===== src/rtl/note_keypad.sv =====
// 4x4 membrane keypad scanner: drives active-low columns, samples synchronized rows,
// debounces whole scans and publishes the accepted key code and its note frequency.
module note_keypad #(
    parameter int unsigned SCAN_DIV = 50000,
    parameter int unsigned DEBOUNCE = 4
) (
    input  logic        clk,
    input  logic        rst,
    input  logic [3:0]  row,
    output logic [3:0]  col,
    output logic [11:0] freq,
    output logic [3:0]  key,
    output logic        key_down,
    output logic        note_on,
    output logic        new_note
);

    localparam int unsigned DivW = (SCAN_DIV > 1) ? $clog2(SCAN_DIV) : 1;
    localparam int unsigned CntW = (DEBOUNCE > 1) ? $clog2(DEBOUNCE) : 1;
    localparam logic [DivW-1:0] DivMax = DivW'(SCAN_DIV - 1);
    localparam logic [CntW-1:0] CntMax = CntW'(DEBOUNCE - 1);

    logic [3:0]      row_meta_q, row_sync_q;
    logic [DivW-1:0] div_q, div_d;
    logic [1:0]      c_q, c_d;
    logic [15:0]     scan_q, scan_d;
    logic [4:0]      prev_q, prev_d;
    logic [CntW-1:0] cnt_q, cnt_d;
    logic [11:0]     freq_q, freq_d;
    logic [3:0]      key_q, key_d;
    logic            down_q, down_d;
    logic            note_q, note_d;
    logic            new_note_q, new_note_d;

    logic       tick, scan_done, accept, raw_valid, raw_is_note;
    logic [3:0] raw_idx;
    logic [4:0] raw_code;

    function automatic logic [11:0] note_freq(input logic [3:0] idx);
        case (idx)
            4'd0:    note_freq = 12'd261;
            4'd1:    note_freq = 12'd277;
            4'd2:    note_freq = 12'd293;
            4'd3:    note_freq = 12'd311;
            4'd4:    note_freq = 12'd330;
            4'd5:    note_freq = 12'd349;
            4'd6:    note_freq = 12'd370;
            4'd7:    note_freq = 12'd392;
            4'd8:    note_freq = 12'd415;
            4'd9:    note_freq = 12'd440;
            4'd10:   note_freq = 12'd466;
            4'd11:   note_freq = 12'd494;
            default: note_freq = 12'd0;
        endcase
    endfunction

    // Two-flop row synchronizer; idle rows read high (pulled up).
    always_ff @(posedge clk or posedge rst) begin
        if (rst) begin
            row_meta_q <= 4'hF;
            row_sync_q <= 4'hF;
        end else begin
            row_meta_q <= row;
            row_sync_q <= row_meta_q;
        end
    end

    // Column divider, column stepping and scan-vector capture.
    always_comb begin
        tick   = (div_q == DivMax);
        div_d  = tick ? '0 : div_q + 1'b1;
        c_d    = tick ? c_q + 2'd1 : c_q;
        scan_d = scan_q;
        if (tick) begin
            scan_d[{c_q, 2'b00} +: 4] = ~row_sync_q;
        end
        scan_done = tick && (c_q == 2'd3);
    end

    // Lowest set scan bit wins, so simultaneous keys still yield a single code.
    always_comb begin
        raw_valid = |scan_d;
        raw_idx   = 4'd0;
        for (int i = 15; i >= 0; i--) begin
            if (scan_d[i]) begin
                raw_idx = 4'(i);
            end
        end
        raw_code    = {raw_valid, raw_idx};
        raw_is_note = raw_valid && (raw_idx < 4'd12);
    end

    // Debounce on whole scans: count consecutive equal raw codes, saturating.
    always_comb begin
        prev_d = prev_q;
        cnt_d  = cnt_q;
        if (scan_done) begin
            prev_d = raw_code;
            if (raw_code == prev_q) begin
                cnt_d = (cnt_q == CntMax) ? cnt_q : cnt_q + 1'b1;
            end else begin
                cnt_d = '0;
            end
        end
        accept = scan_done && (cnt_d == CntMax);
    end

    // Output next-state: update only on acceptance; key holds across release.
    always_comb begin
        freq_d     = freq_q;
        key_d      = key_q;
        down_d     = down_q;
        note_d     = note_q;
        new_note_d = 1'b0;
        if (accept) begin
            if (raw_valid) begin
                key_d      = raw_idx;
                down_d     = 1'b1;
                note_d     = raw_is_note;
                freq_d     = raw_is_note ? note_freq(raw_idx) : 12'd0;
                new_note_d = raw_is_note && (!note_q || (key_q != raw_idx));
            end else begin
                down_d = 1'b0;
                note_d = 1'b0;
                freq_d = 12'd0;
            end
        end
    end

    // State registers; reset discards any partial scan or debounce progress.
    always_ff @(posedge clk or posedge rst) begin
        if (rst) begin
            div_q      <= '0;
            c_q        <= 2'd0;
            scan_q     <= 16'd0;
            prev_q     <= 5'd0;
            cnt_q      <= '0;
            freq_q     <= 12'd0;
            key_q      <= 4'd0;
            down_q     <= 1'b0;
            note_q     <= 1'b0;
            new_note_q <= 1'b0;
        end else begin
            div_q      <= div_d;
            c_q        <= c_d;
            scan_q     <= scan_d;
            prev_q     <= prev_d;
            cnt_q      <= cnt_d;
            freq_q     <= freq_d;
            key_q      <= key_d;
            down_q     <= down_d;
            note_q     <= note_d;
            new_note_q <= new_note_d;
        end
    end

    assign col      = ~(4'b0001 << c_q);
    assign freq     = freq_q;
    assign key      = key_q;
    assign key_down = down_q;
    assign note_on  = note_q;
    assign new_note = new_note_q;

endmodule


===== config.mk =====
export PLATFORM = sky130hd
export DESIGN_NAME = note_keypad
export DESIGN_NICKNAME = d
export VERILOG_FILES = /design/src/rtl/note_keypad.sv
export SDC_FILE = /design/constraint.sdc
export NUM_CORES = 1
export LEC_CHECK = 0
export ABC_AREA = 1
export ABC_CLOCK_PERIOD_IN_PS = 3060
export CORE_ASPECT_RATIO = 0.5
export CORE_MARGIN = 3
export CORE_UTILIZATION = 40
export CTS_CLUSTER_DIAMETER = 30
export CTS_CLUSTER_SIZE = 24
export DETAILED_ROUTE_END_ITERATION = 8
export PLACE_DENSITY_LB_ADDON = 0.12
export SLEW_MARGIN = 20
export SYNTH_ARGS = -nofsm -noshare
export SYNTH_HDL_FRONTEND = slang
export SYNTH_SLANG_ARGS = --single-unit

===== constraint.sdc =====
create_clock -name clk -period 3.06 [get_ports clk]
set_input_delay 0.612 -clock clk [delete_from_list [all_inputs] [get_ports clk]]
set_output_delay 0.612 -clock clk [all_outputs]
set_load 0.01 [all_outputs]

After elaboration in Yosys (flattened, before gate mapping)
Memory sizes are Yosys's and may differ from the RTL's.
Cells that the tools add are included.

storage, ports and cells
  memories kept = 1
  flip-flop bits (word level) = 68
  bits of input ports = 6
  bits in read-only memories = 144

memory list
  name             words  width  rd ports  clocked after Yosys merged registers in  wr ports  RTL line  text
  (no name shown)  16     9      1         0                                        0         40        case (idx)

cells by class
  bitwise gates (word level) = 2
  reduce and logical (&&, ||, !) cells = 8
  magnitude comparators = 1
  equality and inequality tests = 6
  shift operators = 3
  mux-type cells = 28
  add/sub/neg operators = 4

operator list
  cell                                                                    number
  4-bit two-way mux                                                       16
  16-bit two-way mux                                                      2
  12-bit two-way mux                                                      2
  16-bit by 1-bit adder with 16-bit output, second input constant         1
  16-bit bitwise mux                                                      1
  16-bit == test, second input constant                                   1
  16-bit OR reduction                                                     1
  4-bit by 6-bit variable shift with 16-bit output, first input constant  1
  4-bit by 6-bit indexed part select with 16-bit output                   1
  4-bit inverter                                                          2
  2-bit == test, second input constant                                    3
  2-bit two-way mux                                                       3
  4-bit negation with 6-bit output                                        1
  5-bit == test                                                           1
  2-bit by 1-bit adder with 2-bit output, second input constant           2
  1-bit logical AND                                                       4
  4-bit < comparator, second input constant                               1
  1-bit two-way mux                                                       4
  4-bit != test                                                           1
  1-bit by 2-bit << shifter with 4-bit output, first input constant       1
  2-bit AND reduction                                                     1
  1-bit zero test                                                         1
  1-bit logical OR                                                        1

Logic depth before layout (Yosys ltp)
  depth after elaboration = 26
  gate-level depth with buffers = 32

Worst setup path before layout
OpenSTA, ideal clock, no wires.

  kind = reg2reg
  start point = register c_q[0]
  end point = register freq_q[4] (netlist: freq[4])
  arrival = 3125 ps
  clock period less this slack = 3190 ps
  cell stages (with the launch flop) = 33
  setup slack = -130 ps
  cells stage by stage = dfrtp_1 -> clkbuf_1 -> inv_1 -> ha_1 -> nor2_1 -> nand2_1 -> inv_1 -> nand3_1 -> nand2_1 -> nand2_1 -> o21ai_0 -> inv_1 -> nand2_1 -> nand2_1 -> nand2_1 -> nand2_1 -> nand2_1 -> nand2_1 -> nand2_1 -> nand2_1 -> nand2_1 -> nand2_1 -> nand2_1 -> nand2_1 -> nand2_1 -> nand2_1 -> ha_1 -> inv_1 -> o21ai_0 -> inv_1 -> a21oi_1 -> nand3_1 -> nand2_1

between the ends
  elaborated cells between the ends (all ways) = 34
  classes of those cells = add/sub (1); order compare (1); eq/ne (3); shift (2); mux (22); reduce/logical (4); memory (1)

RTL lines
  what                                                                                                                       RTL line  text
  start: declaration                                                                                                         25        logic [1:0] c_q, c_d;
  start signal: assignment                                                                                                   134       c_q <= 2'd0;
  start signal: assignment                                                                                                   145       c_q <= c_d;
  4-bit negation with 6-bit output *                                                                                         75        scan_d[{c_q, 2'b00} +: 4] = ~row_sync_q;
  4-bit by 6-bit indexed part select with 16-bit output or 4-bit by 6-bit variable shift with 16-bit output (tied branches)  75
  16-bit bitwise mux *                                                                                                       75
  16-bit two-way mux *                                                                                                       74        if (tick) begin
  via scan_d[13]                                                                                                             26        logic [15:0] scan_q, scan_d;
  branches (longest 19 deep; another with 4-bit two-way mux)                                                                 -
  end signal: assignment                                                                                                     149       freq_q <= freq_d;
  end: declaration                                                                                                           29        logic [11:0] freq_q, freq_d;

Mark *: on every way through the listed nets, which the timed path passes.
A chain may end at the register's enable or synchronous reset.

Final worst setup path
  start point = register div_q[13]
  end point = register freq_q[7] (netlist: freq[7])

between the ends
  elaborated cells between the ends (all ways) = 30
  classes of those cells = order compare (1); eq/ne (3); mux (21); reduce/logical (4); memory (1)

RTL lines
  what                                                        RTL line  text
  start: declaration                                          24        logic [DivW-1:0] div_q, div_d;
  start signal: assignment                                    144       div_q <= div_d;
  16-bit == test *                                            70        tick = (div_q == DivMax);
  16-bit two-way mux *                                        74
  via scan_d[14]                                              26
  branches (longest 20 deep; another with 4-bit two-way mux)  -

Marks and branches as above.

==> impl_metrics.ini <==
[global_routing]
grt_max_degree = 44
grt_pass1_vias = 2970
grt_pass1_wl_mm = 13.7
track_usage_pct = 16.8
antenna_found_initial = 0
overflow = 0

[floorplan]
die_x_microns = 141
initial_core_util_pct = 43.4
die_h_microns = 73.5
fp-row-count = 23
core_area_sq_um = 8400
die_area_sq_um = 10400
io_pins = 29

[drt]
drt-initial-drc-count = 125
vias = 3063
ant_nets = 0
viasPerCell = 4.66
wire_per_inst_microns = 12.5
first_pass_iters = 4
drc = 0
routed_wl_mm = 8.24

[critical_path]
cp-start-kind = flop
r2r_start = div_q[13]
critical_path_class = reg -> reg
crit_chain = inv_2, nand2_4, nor2_2, nand2_2, nor2_4, buf_12, nand2_1, nand2_2, nor2_1, o31ai_1, nand2_1, nand2_1, nand2_1, nand2_1, nand2_1, xor2_1, nor2_2, nand2_2, nor2_4, buf_12, nand2_4, o21ai_0
crit_top_cell = nand2_1
crit_path_start = div_q[13]
crit_fanout = 7
critPathMaxStageDelay_ps = 420
cp_slowest_cell = dfrtp_1
cp-end-kind = flop
cp.required_ps = 3310
crit_arrival_ps = 3120

[timing]
tns_ps = 0
layout_setup_ws_ps = 194
max-slew-margin-rel_pct = 64.0
drv_slew = 0
fin_crit_sh_pct = 93.6
skew_ps = 7.47
fmax_mhz = 349
period_minus_slack_ps = 2870
hold_viol_final = 0
rsz0062_at_grt = true
setup_viol = 0
max_slew.worst_pin.slew_ps = 539

[clocking]
ctsHoldBuffers = 0
cts_made_buffers = 9
clk_latency_ps = 330
clkTransAtPathRegs_ps = 60
h-tree-depth = 3
cts_buffer_depth = 2
root_buffer = clkbuf_16
cts_sinks = 65
cts_tree = done

[pwr]
p_clk_share_pct = 53.4
ir_drop_v = 0.000249
p_seq_share_pct = 45.0
p_sw_mw = 0.424
total_power_mw = 1.94
p_sw_share_pct = 21.9
power_leakage_nw = 2.34
combinationalPowerShare_pct = 1.6
p_per_area_nw_per_um2 = 395
p_int_mw = 1.52

[synthesis]
ys_warn_count = 0
yosys.area_share.adder_pct = 4.12
synth_seq_cells = 65
synthSimpleGateAreaFrac_pct = 29.7
synth-compound-area-share_pct = 9.17
ys_types = 39
ys_seq_area_share_pct = 44.9
syn_area_sq_um = 3640
synth_top_family_by_area = simple AND/OR/NAND/NOR gates
postSynthAreaPerCell_sq_um = 7.75
muxShareOfSynthArea_pct = 0
synth-xor-area-share_pct = 1.68
synthCells = 470

[cells_and_area]
drive_gt1_share_pct = 28.8
final_cell_area_sq_um = 4920
layout.nets = 558
antennaDiodeCount = 0
area_growth_pct = 35.1

[worst_hold_path]
min_path_type = reg -> reg
holdCritStartpoint = row_meta_q[0]

[placed_design]
hpwl_mm = 5.73
placed_area_sq_um = 4230
place_ws_ps = -33.9
place_congestion = 0.784
port_buffers = 25

[run_status]
status = completed

[run]
maxCapViolCount = 0
metrics by stage:
step,hold slack [ps],utilization (%),cells
after global routing,357,58.6,657
final,355,58.6,657
after global placement,345,50.4,630
after detailed placement,347,50.4,630
after floorplan,345,-,472
after CTS,356,54.1,646
synth_stat cells, drive strengths merged:
master  instances  area share, %
a211oi          1           0.21
a21boi          1           0.21
a21oi          15            2.1
a31oi           1           0.17
buf             6            1.3
clkbuf          3           0.31
clkinv          2           0.34
conb            1           0.10
dfrtp          57             39
dfstp           8            5.8
ha             12            4.1
inv            81            8.3
nand2         131             14
nand3          25            3.6
nand3b          1           0.21
nand4           6            1.0
nor2           66            8.7
nor3            5           0.82
nor4            3           0.69
o21a            1           0.21
o21ai          29            4.9
o21bai          1           0.31
o22ai           4           0.69
o31ai           2           0.41
or2             1           0.17
xnor2           1           0.24
xor2            6            1.4
cell families after synthesis:
group | after synthesis
AOI/OAI and AO/OA | 55
adders and majority gates | 12
other | 1
buffers and inverters | 92
DFF | 65
xor gates and xnor gates | 7
and+or+nand+nor | 238
worst paths after layout:
kind | end | slack, ps | depth (start not counted)
setup reg to reg | freq[7] | 190 | 22
min in group asynchronous | scan_q[11] | 640 | 2
setup / recovery | freq[7] | 190 | 22
hold / removal | row_sync_q[0] | 360 | 0
hold reg to reg | row_sync_q[0] | 360 | 0
max in group asynchronous | row_sync_q[2] | 1740 | 3
final cells by class:
cell class / count / area [sq um]
Fill cell: 754 / 3480
Multi-Input combinational cell: 316 / 1910
Sequential cell: 65 / 1640
Timing Repair Buffer: 65 / 613
Inverter: 83 / 319
Clock buffer: 9 / 225
Tap cell: 112 / 140
Clock inverter: 7 / 77.6
cell usage in the layout, fill, tap and decap left out, types with 2 or more instances in the layout:
master,instances
buf_4,34
nor2_1,41
dfstp_2,8
clkdlybuf4s50_1,25
nand3_2,3
buf_12,3
clkbuf_16,10
dfrtp_1,56
nand2_4,6
inv_2,9
conb_1,3
o21ai_0,13
ha_1,6
inv_1,71
nor2_2,11
ha_4,4
buf_6,2
nand4_1,6
nor4_1,2
o22ai_2,4
o21ai_2,13
xor2_1,6
nand3_1,21
inv_6,3
nand2_1,112
o21ai_1,3
nand2_2,13
nor3_1,3
a21oi_1,12
a21oi_2,3
clkinv_4,2
nor2_4,14
ha_2,2
state kept, by name (all words and copies together) (netlist names):
signal / flops
div_q: 16
scan_q: 16
freq: 9
prev_q: 5
key: 4
row_meta_q: 4
row_sync_q: 4
c_q: 2
cnt_q: 2
key_down: 1
new_note: 1
note_on: 1
critical path, delay by kind of cell (launching register included):
| family | cells | cell delay (ps) |
|---|---|---|
| xor+xnor | 1 | 180 |
| buf+inv | 3 | 370 |
| compound gates | 2 | 340 |
| simple gates | 16 | 1480 |
| flops | 1 | 420 |
power by group through the flow:
stage	sequential, mW	clock [mW]	combinational, mW
6_report	0.874	1.04	0.0305
3_5_place_dp	0.888	0	0.0324
2_1_floorplan	0.886	0	0.0195
5_1_grt	0.874	1.10	0.0359
3_3_place_gp	0.888	0	0.0322
4_1_cts	0.873	1.07	0.0324
what timing repair did:
| item | in CTS | in global routing |
|---|---|---|
| resized for setup | 4 | 66 |
| cloned | 0 | 2 |
| endpoints found under the setup margin | 1 | 18 |
| buffers inserted | 0 | 9 |
| pin swaps | 0 | 18 |
layer usage:
metal | up-vias | wire length, microns | GRT usage (%)
li1 | 1594 | - | -
met1 | 1434 | 4220 | 22.9
met2 | 30 | 3750 | 26.4
met3 | 5 | 210 | 4.75
met4 | 0 | 60 | 5.16
met5 | - | 0 | 0
(Power assumes the default switching activity.)
